<file path="config.mk">
export PLATFORM = sky130hd
export DESIGN_NAME = sound_mix_sequencer
export DESIGN_NICKNAME = d
export VERILOG_FILES = /design/src/rtl/sound_mix_sequencer.sv
export SDC_FILE = /design/constraint.sdc
export NUM_CORES = 1
export LEC_CHECK = 0
export ABC_CLOCK_PERIOD_IN_PS = 6100
export CELL_PAD_IN_SITES_DETAIL_PLACEMENT = 0
export CELL_PAD_IN_SITES_GLOBAL_PLACEMENT = 1
export CORE_MARGIN = 3
export CORE_UTILIZATION = 43
export CTS_BUF_LIST = sky130_fd_sc_hd__clkbuf_8
export CTS_CLUSTER_SIZE = 40
export DETAILED_ROUTE_END_ITERATION = 10
export PLACE_DENSITY_LB_ADDON = 0.1
export SLEW_MARGIN = 0
export SYNTH_ARGS = -nofsm -noshare
export SYNTH_HDL_FRONTEND = slang
export SYNTH_SLANG_ARGS = --single-unit
</file>
<file path="constraint.sdc">
create_clock -name clk -period 6.1 [get_ports clk]
set_input_delay 0.915 -clock clk [delete_from_list [all_inputs] [get_ports clk]]
set_output_delay 0.915 -clock clk [all_outputs]
set_load 0.005 [all_outputs]
</file>
<file path="src/rtl/sound_mix_sequencer.sv">
// Three-channel sound mixer for an MSX-style bus: write-only volume/control
// registers plus a six-state sequencer that mixes one sample per sample_en.
module sound_mix_sequencer #(
  parameter logic [7:0] IO_BASE = 8'hB4
) (
  input  logic        clk,
  input  logic        n_reset,
  input  logic        sample_en,
  input  logic        n_ioreq,
  input  logic        n_wr,
  input  logic [15:0] address,
  input  logic [7:0]  wdata,
  input  logic [7:0]  ssg_in,
  input  logic [10:0] scc_in,
  input  logic [15:0] opll_in,
  output logic [16:0] mix_out,
  output logic        mix_valid,
  output logic        overrun
);

  // Handshake: sample_en is a one-cycle request taken only in IDLE; mix_valid
  // is a one-cycle pulse with mix_out valid in the same cycle (no back-pressure).
  typedef enum logic [2:0] {
    IDLE     = 3'd0,
    ACC_SSG  = 3'd1,
    ACC_SCC  = 3'd2,
    ACC_OPLL = 3'd3,
    SAT      = 3'd4,
    OUT      = 3'd5
  } state_t;

  state_t state_q, state_d;

  logic ioreq_meta_q, ioreq_meta_d, ioreq_sync_q, ioreq_sync_d;
  logic wr_meta_q, wr_meta_d, wr_sync_q, wr_sync_d;
  logic strobe_prev_q, strobe_prev_d;

  logic [7:0] vol_ssg_q, vol_ssg_d, vol_scc_q, vol_scc_d, vol_opll_q, vol_opll_d;
  logic       mute_q, mute_d;

  logic [7:0]  ssg_snap_q, ssg_snap_d;
  logic [10:0] scc_snap_q, scc_snap_d;
  logic [15:0] opll_snap_q, opll_snap_d;
  logic [7:0]  vs_snap_q, vs_snap_d, vc_snap_q, vc_snap_d, vo_snap_q, vo_snap_d;
  logic        mute_snap_q, mute_snap_d;

  logic signed [27:0] acc_q, acc_d;
  logic [16:0]        sat_q, sat_d;
  logic [16:0]        mix_out_q, mix_out_d;
  logic               mix_valid_q, mix_valid_d;
  logic               overrun_q, overrun_d;

  logic               strobe, wr_evt, hit, ovr_clr, ovr_set;
  logic signed [16:0] mul_a;
  logic signed [8:0]  mul_b;
  logic signed [25:0] product;
  logic signed [27:0] prod_ext;
  logic signed [27:0] acc_shr;
  logic [16:0]        sat_val;
  logic               unused_addr_hi;

  assign unused_addr_hi = ^address[15:8];

  assign strobe  = ioreq_sync_q | wr_sync_q;
  assign wr_evt  = strobe_prev_q & ~strobe;
  assign hit     = (address[7:2] == IO_BASE[7:2]);
  assign ovr_clr = wr_evt & hit & (address[1:0] == 2'd3) & wdata[7];
  assign ovr_set = sample_en & (state_q != IDLE);

  // One multiplier, its operands steered by the accumulate state.
  always_comb begin
    mul_a = '0;
    mul_b = '0;
    case (state_q)
      ACC_SSG: begin
        mul_a = $signed({{4{ssg_snap_q[7]}}, ssg_snap_q, 5'b0});
        mul_b = $signed({1'b0, vs_snap_q});
      end
      ACC_SCC: begin
        mul_a = $signed({scc_snap_q[10], scc_snap_q, 5'b0});
        mul_b = $signed({1'b0, vc_snap_q});
      end
      ACC_OPLL: begin
        mul_a = $signed({opll_snap_q[15], opll_snap_q});
        mul_b = $signed({1'b0, vo_snap_q});
      end
      default: begin
        mul_a = '0;
        mul_b = '0;
      end
    endcase
  end

  assign product  = mul_a * mul_b;
  assign prod_ext = $signed({{2{product[25]}}, product});
  assign acc_shr  = acc_q >>> 7;

  always_comb begin
    if (acc_shr > 28'sd65535) begin
      sat_val = 17'h0FFFF;
    end else if (acc_shr < -28'sd65536) begin
      sat_val = 17'h10000;
    end else begin
      sat_val = acc_shr[16:0];
    end
  end

  always_comb begin
    ioreq_meta_d  = n_ioreq;
    ioreq_sync_d  = ioreq_meta_q;
    wr_meta_d     = n_wr;
    wr_sync_d     = wr_meta_q;
    strobe_prev_d = strobe;

    vol_ssg_d  = vol_ssg_q;
    vol_scc_d  = vol_scc_q;
    vol_opll_d = vol_opll_q;
    mute_d     = mute_q;

    state_d     = state_q;
    ssg_snap_d  = ssg_snap_q;
    scc_snap_d  = scc_snap_q;
    opll_snap_d = opll_snap_q;
    vs_snap_d   = vs_snap_q;
    vc_snap_d   = vc_snap_q;
    vo_snap_d   = vo_snap_q;
    mute_snap_d = mute_snap_q;
    acc_d       = acc_q;
    sat_d       = sat_q;
    mix_out_d   = mix_out_q;
    mix_valid_d = 1'b0;

    if (wr_evt && hit) begin
      case (address[1:0])
        2'd0:    vol_ssg_d  = wdata;
        2'd1:    vol_scc_d  = wdata;
        2'd2:    vol_opll_d = wdata;
        default: mute_d     = wdata[0];
      endcase
    end

    // Snapshot reads the _q registers, so a same-cycle write lands next sample.
    case (state_q)
      IDLE: begin
        if (sample_en) begin
          state_d     = ACC_SSG;
          ssg_snap_d  = ssg_in;
          scc_snap_d  = scc_in;
          opll_snap_d = opll_in;
          vs_snap_d   = vol_ssg_q;
          vc_snap_d   = vol_scc_q;
          vo_snap_d   = vol_opll_q;
          mute_snap_d = mute_q;
          acc_d       = '0;
        end
      end
      ACC_SSG: begin
        acc_d   = acc_q + prod_ext;
        state_d = ACC_SCC;
      end
      ACC_SCC: begin
        acc_d   = acc_q + prod_ext;
        state_d = ACC_OPLL;
      end
      ACC_OPLL: begin
        acc_d   = acc_q + prod_ext;
        state_d = SAT;
      end
      SAT: begin
        sat_d   = mute_snap_q ? 17'd0 : sat_val;
        state_d = OUT;
      end
      OUT: begin
        mix_out_d   = sat_q;
        mix_valid_d = 1'b1;
        state_d     = IDLE;
      end
      default: state_d = IDLE;
    endcase

    overrun_d = overrun_q;
    if (ovr_clr) overrun_d = 1'b0;
    if (ovr_set) overrun_d = 1'b1;
  end

  always_ff @(posedge clk or negedge n_reset) begin
    if (!n_reset) begin
      ioreq_meta_q  <= 1'b1;
      ioreq_sync_q  <= 1'b1;
      wr_meta_q     <= 1'b1;
      wr_sync_q     <= 1'b1;
      strobe_prev_q <= 1'b1;
      vol_ssg_q     <= 8'd128;
      vol_scc_q     <= 8'd128;
      vol_opll_q    <= 8'd128;
      mute_q        <= 1'b0;
      state_q       <= IDLE;
      ssg_snap_q    <= '0;
      scc_snap_q    <= '0;
      opll_snap_q   <= '0;
      vs_snap_q     <= '0;
      vc_snap_q     <= '0;
      vo_snap_q     <= '0;
      mute_snap_q   <= 1'b0;
      acc_q         <= '0;
      sat_q         <= '0;
      mix_out_q     <= '0;
      mix_valid_q   <= 1'b0;
      overrun_q     <= 1'b0;
    end else begin
      ioreq_meta_q  <= ioreq_meta_d;
      ioreq_sync_q  <= ioreq_sync_d;
      wr_meta_q     <= wr_meta_d;
      wr_sync_q     <= wr_sync_d;
      strobe_prev_q <= strobe_prev_d;
      vol_ssg_q     <= vol_ssg_d;
      vol_scc_q     <= vol_scc_d;
      vol_opll_q    <= vol_opll_d;
      mute_q        <= mute_d;
      state_q       <= state_d;
      ssg_snap_q    <= ssg_snap_d;
      scc_snap_q    <= scc_snap_d;
      opll_snap_q   <= opll_snap_d;
      vs_snap_q     <= vs_snap_d;
      vc_snap_q     <= vc_snap_d;
      vo_snap_q     <= vo_snap_d;
      mute_snap_q   <= mute_snap_d;
      acc_q         <= acc_d;
      sat_q         <= sat_d;
      mix_out_q     <= mix_out_d;
      mix_valid_q   <= mix_valid_d;
      overrun_q     <= overrun_d;
    end
  end

  assign mix_out   = mix_out_q;
  assign mix_valid = mix_valid_q;
  assign overrun   = overrun_q;

endmodule

</file>
# Yosys cells after proc, flatten, opt, wreduce, memory -nomap -nowiden
# Index checks and enable logic that the tools add are counted.
# totals
regBits,157
out_inout_bits,19
mem_bits_rw,0
mem_bits_ro,0
latch_bits,0
wordCells,70
mem_count,0
in_bits,64
# op_classes
div_mod_pow,0
eq_ne,10
mux,12
magnitude_cmp,2
shifts,0
bitwise_logic,8
addsub,1
multipliers,1
n_reduce_logical,14
# ops
op,count
28-bit case mux with 2 select lines,1
17-bit 2-to-1 mux,3
17-bit case mux with 3 select lines,1
28-bit by 26-bit adder with 28-bit output,1
28-bit 2-to-1 mux,1
17-bit by 9-bit multiplier with 26-bit output,1
8-bit case mux with 3 select lines,1
21-bit by 17-bit greater-than comparator with 1-bit output (second input constant),1
21-bit by 17-bit < comparator with 1-bit output (second input constant),1
3-bit case mux with 5 select lines,1
2-bit AND reduction,6
3-bit by 2-bit == test with 1-bit output (second input constant),2
3-bit == test (second input constant),2
6-bit == test (second input constant),1
3-bit OR reduction,2
1-bit AND,5
2-bit == test (second input constant),2
2-bit nonzero test,2
3-bit by 1-bit == test with 1-bit output (second input constant),1
3-bit logical NOT,1
1-bit 2-to-1 mux,3
3-bit 2-to-1 mux,1
3-bit nonzero test,1
2-bit by 1-bit == test with 1-bit output (second input constant),1
other kinds (5),6

# Logic depth before layout (Yosys ltp)
# Gate-level depths: netlist of the first run.
# logic_depth
depth_word,8
mapped_depth,27
mapped_depth_nobuf,24

# Worst setup path before layout of the first run
# OpenSTA, ideal clock, no wires.
# synth_path
kind,register to register
start,register state_q[0]
end,register acc_q[27]
synth_period_minus_slack_ps,6498
arrival_time_ps,6418
path_buffers,4
required_ps,6020
path_stages_with_launch,27
path_slack_ps,-398
setup_time_ps,80
path_cell_list,dfrtp_1 -> buf_2 -> buf_2 -> mux2_2 -> a22oi_1 -> nor2_1 -> clkbuf_1 -> nand2_1 -> fa_1 -> inv_1 -> fa_1 -> inv_1 -> fa_1 -> inv_1 -> fa_1 -> inv_1 -> fa_1 -> inv_1 -> ha_1 -> buf_6 -> a21o_1 -> a21o_1 -> a311oi_2 -> a21oi_2 -> or4_1 -> o2111a_1 -> o211ai_2
# synth_via
elab_chain_cells,5
elab_cells_between_ends,13
classes_between,1 x add/sub; 1 x mul; 4 x eq/ne; 3 x mux; 4 x reduce/logical
# synth_rtl
element,line,text
start: declaration,32,"state_t state_q, state_d;"
start signal: assignment,220,state_q <= state_d;
3-bit by 2-bit == test with 1-bit output or 3-bit by 1-bit == test with 1-bit output (tied branches),"74, 143",
17-bit case mux with 3 select lines or 8-bit case mux with 3 select lines (tied branches),74,case (state_q)
17-bit by 9-bit multiplier with 26-bit output,94,assign product = mul_a * mul_b;
28-bit by 26-bit adder with 28-bit output,"158, 162, 166",
28-bit case mux with 2 select lines,143,case (state_q)
end signal: assignment,205,acc_q <= '0;
end signal: assignment,228,acc_q <= acc_d;
end: declaration,47,"logic signed [27:0] acc_q, acc_d;"
# Parallel ways exist; a longest one is shown, timed or not.
# A chain may end at the register's enable or synchronous reset.

# Final worst setup path of the first run
# layout_path
start,register state_q[0]
end,register acc_q[19]
# The elaborated chain is that of the path after synthesis.

==> impl_metrics.tcl, run 1 <==
set metrics [dict create \
    status "complete, no violations" \
    p_int_w 0.00268 \
    h-tree-depth 4 \
    grt.total_usage_pct 20.3 \
    core_area_um2 28200 \
    yosysWarningCount 0 \
    syn_inst 1364 \
    cts_sinks 157 \
    synth_edf_count 0 \
    wl_um 29900 \
    num_rows 61 \
    yosys.area.top_type_share_pct 30.0 \
    drt-pass1-iter-count 5 \
    p_comb_share_pct 50.4 \
    end_kind "flip-flop" \
    ir_worst_vdd_mv 0.186 \
    clk_pin_slew_worst_paths_ns 0.11 \
    ys.flop_type "dfrtp_1" \
    clk_latency_ns 0.48 \
    gp_congestion 0.866 \
    remaining_drc_errors 0 \
    min_period_over_period_pct 98.8 \
    fmax_mhz 166 \
    cts_buffers 17 \
    layout.nets 1777 \
    fin_area_um2 15600 \
    vias 9597 \
    pwr-share-seq_pct 32.6 \
    cts.path.max_buffers 2 \
    area_growth_syn_to_layout_pct 25.7 \
    antenna_found_initial 0 \
    worst_pin_slew_ns 1.17 \
    io_buffers 74 \
    p_switching_w 0.00199 \
    rsz0062_at_grt "true" \
    die_w_um 176 \
    post_dp_cell_area_um2 14100 \
    drv_cap 0 \
    synth.area.top_cells "dfrtp_1 (30%), fa_1 (21%), nand2_1 (9.7%), ha_1 (6.1%), inv_1 (5.9%)" \
    crit_fanout 8 \
    grt_max_degree 66 \
    cp.required_ns 6.48 \
    cp.arrival_ns 6.40 \
    hpwl_um 22000 \
    period_minus_slack_ns 6.03 \
    via_per_inst 5.01 \
    syn_area_per_cell_um2 9.12 \
    cts_tree "done" \
    synth_largest_area_cell "dfrtp_1" \
    grt_pass1_wl_um 50300 \
    setup_violations 0 \
    skew_ns 0.0154 \
    power_w 0.00467 \
    start_util_pct 44.2 \
    wl_per_cell_um 15.6 \
    diodes 0 \
    die-area_um2 31000 \
    cts_root_buffer "clkbuf_8" \
    ioPinCount 83 \
    async_flop_share_pct 100 \
    synth.most_common_cell "nand2_1" \
    final_layout_size_suffix_gt1_share_pct 24.8 \
    ys_seq_area_share_pct 31.7 \
    p_clk_share_pct 16.9 \
    grt-ovfl-total 0 \
    first_iter_violations 439 \
    synthDistinctLibCells 75 \
    chipHeight_um 176 \
    post-route-util_pct 55.5 \
    mappedNetlistNets 1617 \
    critPathKind "reg -> reg" \
    yosys_register_bits 157 \
    syn-cell-area_um2 12400 \
    finalMaxSlewViolations 0 \
    ant_nets 0 \
    swShare_pct 42.6 \
    synth_top_cells_by_count "nand2_1 (322), inv_1 (197), dfrtp_1 (149), fa_1 (128), nor2_1 (85)" \
    finalHoldViolCount 0 \
    p_leak_nw 7.78 \
    hp-class "in -> async" \
    maxSlewHeadroom_pct 21.3 \
    grt_pass1_vias 10000 \
    start_kind "flip-flop" \
    power_density_nw_per_um2 299 \
]
[layout make-up]
class                   count  area, µm²
fillers                  2607      12500
multi-input cells         949       8190
flip-flops and latches    157       3940
repair buffers            201       1900
inverters                 198        743
well taps                 378        473
clock buffers              17        234
clock inverters            15        154
[routing by layer]
| layer | vias to the layer above | wire [µm] | part of all wire, % | GRT usage, % |
|---|---|---|---|---|
| li1 | 4647 | - | - | - |
| met1 | 4795 | 13700 | 46 | 27.2 |
| met2 | 126 | 14800 | 49 | 34.4 |
| met3 | 29 | 957 | 3.2 | 3.44 |
| met4 | 0 | 461 | 1.5 | 4.78 |
| met5 | - | 0 | 0 | 0 |
[critical path, cell delays in order, from the launching register on]
cell and delay, ns:
dfrtp_2 0.49, buf_12 0.18, buf_6 0.12, mux2_4 0.20, nand2_4 0.06, a21oi_4 0.18, buf_6 0.14, nand2_4 0.05
fa_1 0.50, fa_1 0.54, inv_2 0.04, fa_1 0.50, fa_1 0.55, inv_1 0.05, fa_1 0.48, inv_2 0.04
ha_4 0.29, o21ai_4 0.07, a2111oi_4 0.35, o21ai_4 0.16, buf_6 0.15, a21oi_4 0.18, o2111ai_2 0.17, a21o_1 0.18
a32o_2 0.25
[registers in the layout (all words and copies together), names as in the netlist, 3 cells and up]
register and cells:
vol_opll_q 8, vo_snap_q 8, acc_q 28, mix_out 17
vol_scc_q 8, scc_snap_q 11, opll_snap_q 16, vc_snap_q 8
vs_snap_q 8, sat_q 17, state_q 3, vol_ssg_q 8
ssg_snap_q 8
[power groups by stage]
stage	registers (W)	logic (W)	clock network (W)
floorplan	0.00148	0.00129	0
global placement	0.00153	0.00195	0
detailed placement	0.00154	0.00197	0
CTS	0.00152	0.00215	0.000832
global route	0.00156	0.00263	0.000866
finish	0.00153	0.00236	0.000790
[stage by stage]
stage | std cells | hold slack, ns | setup slack [ns] | TNS (ns)
2_1_floorplan | 1364 | 0.345 | 0.0132 | 0
3_3_place_gp | 1843 | 0.346 | -0.115 | -0.275
3_5_place_dp | 1843 | 0.348 | -0.170 | -0.459
4_1_cts | 1890 | 0.278 | 0.000429 | 0
5_1_grt | 1915 | 0.290 | -0.0883 | -0.242
6_report | 1915 | 0.311 | 0.0726 | 0
[placed cells by master (no fill, tap or decap), drive strengths merged, types with 4 or more instances in the layout]
cell type and n:
a21oi 45, nor3 10, o21a 4, o21ai 46, a22oi 6, buf 127, fa 128, nor2 86
dfrtp 149, nand4 10, clkbuf 18, ha 61, dfstp 8, a211oi 4, nor2b 8, nand2b 4
clkinv 4, nand3 41, clkdlybuf4s50 73, a21o 24, and3 7, mux2 60, or3 5, inv 207
or2 7, xnor2 10, xor2 8, a31oi 4, nand2 322
[worst paths after layout]
kind                         startpoint      endpoint  slack [ns]  cells past startpoint
setup reg to reg             state_q[0]     acc_q[19]        0.07                     24
min in group clk           ioreq_meta_q  ioreq_sync_q        0.36                      0
hold reg to reg            ioreq_meta_q  ioreq_sync_q        0.36                      0
hold / removal                  n_reset  vol_scc_q[1]        0.31                      1
setup / recovery             state_q[0]     acc_q[19]        0.07                     24
max in group asynchronous       n_reset    state_q[0]        4.59                      2
[what timing repair did]
action | 4_1_cts | 5_1_grt
pin swaps | 40 | 115
setup endpoints to repair | 7 | 12
hold endpoints to repair | 0 | 0
hold buffers | 0 | 0
gates cloned | 3 | 3
gates resized for setup | 59 | 127
setup buffers | 12 | 24
[logic make-up (layout without fill, tap and decap cells)]
logic type	after synthesis	count (layout)	share of synthesized area, %
AND/OR/NAND/NOR	515	517	17.6
buffers and inverters	260	431	8.38
adder cells (fa/ha/maj)	189	189	26.7
AO/OA/AOI/OAI	162	162	8.74
flip-flops	157	157	31.7
multiplexers	63	63	5.67
XOR/XNOR	18	18	1.27
Power figures use the tool's default switching activity.
==> run 2: changes to the inputs <==
--- a/config.mk
+++ b/config.mk
@@ -13,6 +13,7 @@
 export CTS_BUF_LIST = sky130_fd_sc_hd__clkbuf_8
 export CTS_CLUSTER_SIZE = 40
 export DETAILED_ROUTE_END_ITERATION = 10
+export MAX_ROUTING_LAYER = met4
 export PLACE_DENSITY_LB_ADDON = 0.1
 export SLEW_MARGIN = 0
 export SYNTH_ARGS = -nofsm -noshare
==> run 2 against run 1 <==
The flow now finishes with violations (negative setup slack). Maximum frequency down 1.4%. Wire length down 1.3%. Critical path depth grew 3. Utilization shrank 1.3 points. Hold slack gained 0.050 ns. Sequential share of layout area increased by 0.60 points. Final cell count fell by 0.42%. Sequential power about the same. Cell area shrank 2.3%. Register-to-register slack worse by 0.08 ns. Clock-buffer cell count unchanged. Clock power up 7.2%. Critical endpoint unchanged. Highest routed layer unchanged.
==> impl_metrics.tcl, run 2 (synthesis gave the netlist of run 1 again) <==
set metrics [dict create \
    grt_pass1_wl_um 49900 \
    die-area_um2 31000 \
    hp-class "reg -> reg" \
    ant_nets 0 \
    dpl_worst_slack_ns -0.214 \
    cts_sinks 157 \
    ir_worst_vdd_mv 0.153 \
    die_w_um 176 \
    crit_top_cell "fa_1" \
    diodes 0 \
    via_per_inst 5.04 \
    grt_pass1_vias 9985 \
    clk_latency_ns 0.51 \
    status "finished with violations" \
    wl_um 29500 \
    cp.buffers_inverters 10 \
    fin_cells 1907 \
    maxSlewHeadroom_pct 37.7 \
    pwr-share-seq_pct 33.5 \
    hpwl_um 22100 \
    h-tree-depth 4 \
    min_period_over_period_pct 100 \
    r2r_end "acc_q[19]" \
    fmax_mhz 164 \
    gp_congestion 0.885 \
    layout.cells.most_common "nand2_1" \
    cts.path.max_buffers 2 \
    critPathKind "reg -> reg" \
    grt.total_usage_pct 20.9 \
    final_layout_size_suffix_gt1_share_pct 21.1 \
    post-route-util_pct 54.2 \
    fin_area_um2 15300 \
    wl_per_cell_um 15.5 \
    area_growth_syn_to_layout_pct 22.8 \
    r2r_cells 27 \
    dp.cells 1845 \
    start_kind "flip-flop" \
    swShare_pct 42.1 \
    path_depth 27 \
    finalMaxSlewViolations 0 \
    final_cell_mix "nand2_1 (313), inv_1 (191), dfrtp_1 (148)" \
    grt_max_degree 102 \
    period_minus_slack_ns 6.11 \
    rsz0062_at_grt "true" \
    cts_buffers 17 \
    clk_pin_slew_worst_paths_ns 0.10 \
    antenna_found_initial 0 \
    fill_cells 2643 \
    largest_register "acc_q" \
    num_rows 61 \
    p_clk_share_pct 18.7 \
    grt-ovfl-total 0 \
    cts_tree "done" \
    cts_root_buffer "clkbuf_8" \
    io_buffers 74 \
    p_int_w 0.00262 \
    remaining_drc_errors 0 \
    skew_ns 0.0190 \
    setup_violations 2 \
    ioPinCount 83 \
    crit_fanout 7 \
    critPathMaxStageDelay_ns 0.53 \
    vias 9618 \
    cp_slowest_cell "fa_1" \
    post_dp_cell_area_um2 14100 \
    drv_cap 0 \
    cp-startpoint "state_q[0]" \
    worst_pin_slew_ns 0.934 \
    cp.required_ns 6.49 \
    p_leak_nw 7.67 \
    drt-pass1-iter-count 5 \
    crit_end "acc_q[19]" \
    p_switching_w 0.00190 \
    power_density_nw_per_um2 296 \
    chipHeight_um 176 \
    cp.arrival_ns 6.50 \
    critPathTopFamily "adder cells" \
    end_kind "flip-flop" \
    rrSetupSlack_ns -0.01 \
    finalHoldViolCount 0 \
    core_area_um2 28200 \
    layout.nets 1769 \
    p_comb_share_pct 47.8 \
    first_iter_violations 532 \
    start_util_pct 44.2 \
    timing.rr.start "state_q[0]" \
    largest_reg_flops 28 \
    final.setup.worst_slack_ns -0.0105 \
    violations "negative setup slack" \
]
## run 2: changes by cell type in the layout (fill, tap and decap cells not counted), moves of 5 or more
cell / before / now
mux2_4: 8 / 1
inv_2: 15 / 8
nor2_1: 72 / 77
nand2_2: 29 / 9
buf_6: 19 / 8
buf_4: 98 / 105
inv_1: 184 / 191
a21oi_4: 11 / 5
mux2_2: 52 / 59
nand2_1: 289 / 313
## run 2: repair_timing
| item | CTS | global route |
|---|---|---|
| resized for setup | 45 | 53 |
| gates cloned | 2 | 1 |
| buffers inserted | 17 | 10 |
| hold buffers | 0 | 0 |
| setup endpoints to repair | 9 | 11 |
| pin swaps | 27 | 55 |
## run 2: per-stage QoR
step | setup TNS, ns | total power (W) | hold WS (ns)
detailed placement | -0.449 | 0.00352 | 0.349
global placement | -0.280 | 0.00349 | 0.346
global route | -1.45 | 0.00490 | 0.369
floorplan | 0 | 0.00277 | 0.345
CTS | 0 | 0.00452 | 0.365
finish | -0.0194 | 0.00452 | 0.362
## run 2: area by class of cell
class	instances	area [µm²]	share of cell area, %
clock buffers	17	234	1.53
repair buffers	194	1780	11.6
clock inverters	15	176	1.16
well taps	378	473	3.10
multi-input cells	948	7930	51.9
flip-flops and latches	157	3940	25.8
inverters	198	743	4.87
## run 2: how the worst min path moves through the flow
stage / slack [ns] / cells after the start / startpoint / end
2_1_floorplan: 0.35 / 0 / ioreq_meta_q / ioreq_sync_q
3_3_place_gp: 0.35 / 0 / ioreq_meta_q / ioreq_sync_q
3_5_place_dp: 0.35 / 0 / wr_meta_q / wr_sync_q
4_1_cts: 0.36 / 0 / wr_meta_q / wr_sync_q
5_1_grt: 0.37 / 0 / ioreq_meta_q / ioreq_sync_q
6_report: 0.36 / 0 / wr_meta_q / wr_sync_q
## run 2: layer usage
layer  global-route usage, %  wire [µm]  share of wire (%)
met5                       -          0                  0
met4                    5.15        424                1.4
met3                    2.88        835                2.8
met2                    34.2      14800                 50
met1                    27.6      13400                 46
## run 2: power groups by stage
stage          Sequential (W)  Clock [W]  Combinational [W]
5_1_grt               0.00156   0.000921            0.00243
3_5_place_dp          0.00154          0            0.00198
2_1_floorplan         0.00148          0            0.00129
6_report              0.00152   0.000847            0.00216
4_1_cts               0.00152   0.000880            0.00212
3_3_place_gp          0.00153          0            0.00196
## run 2: worst register-to-register path, delay by kind of cell (launching register included)
kind            cells  cell delay (ns)
compound gates      8             1.45
fa+ha+maj           6             2.41
buf+inv            10             1.08
flops               1             0.46
mux                 1             0.22
simple gates        2             0.38
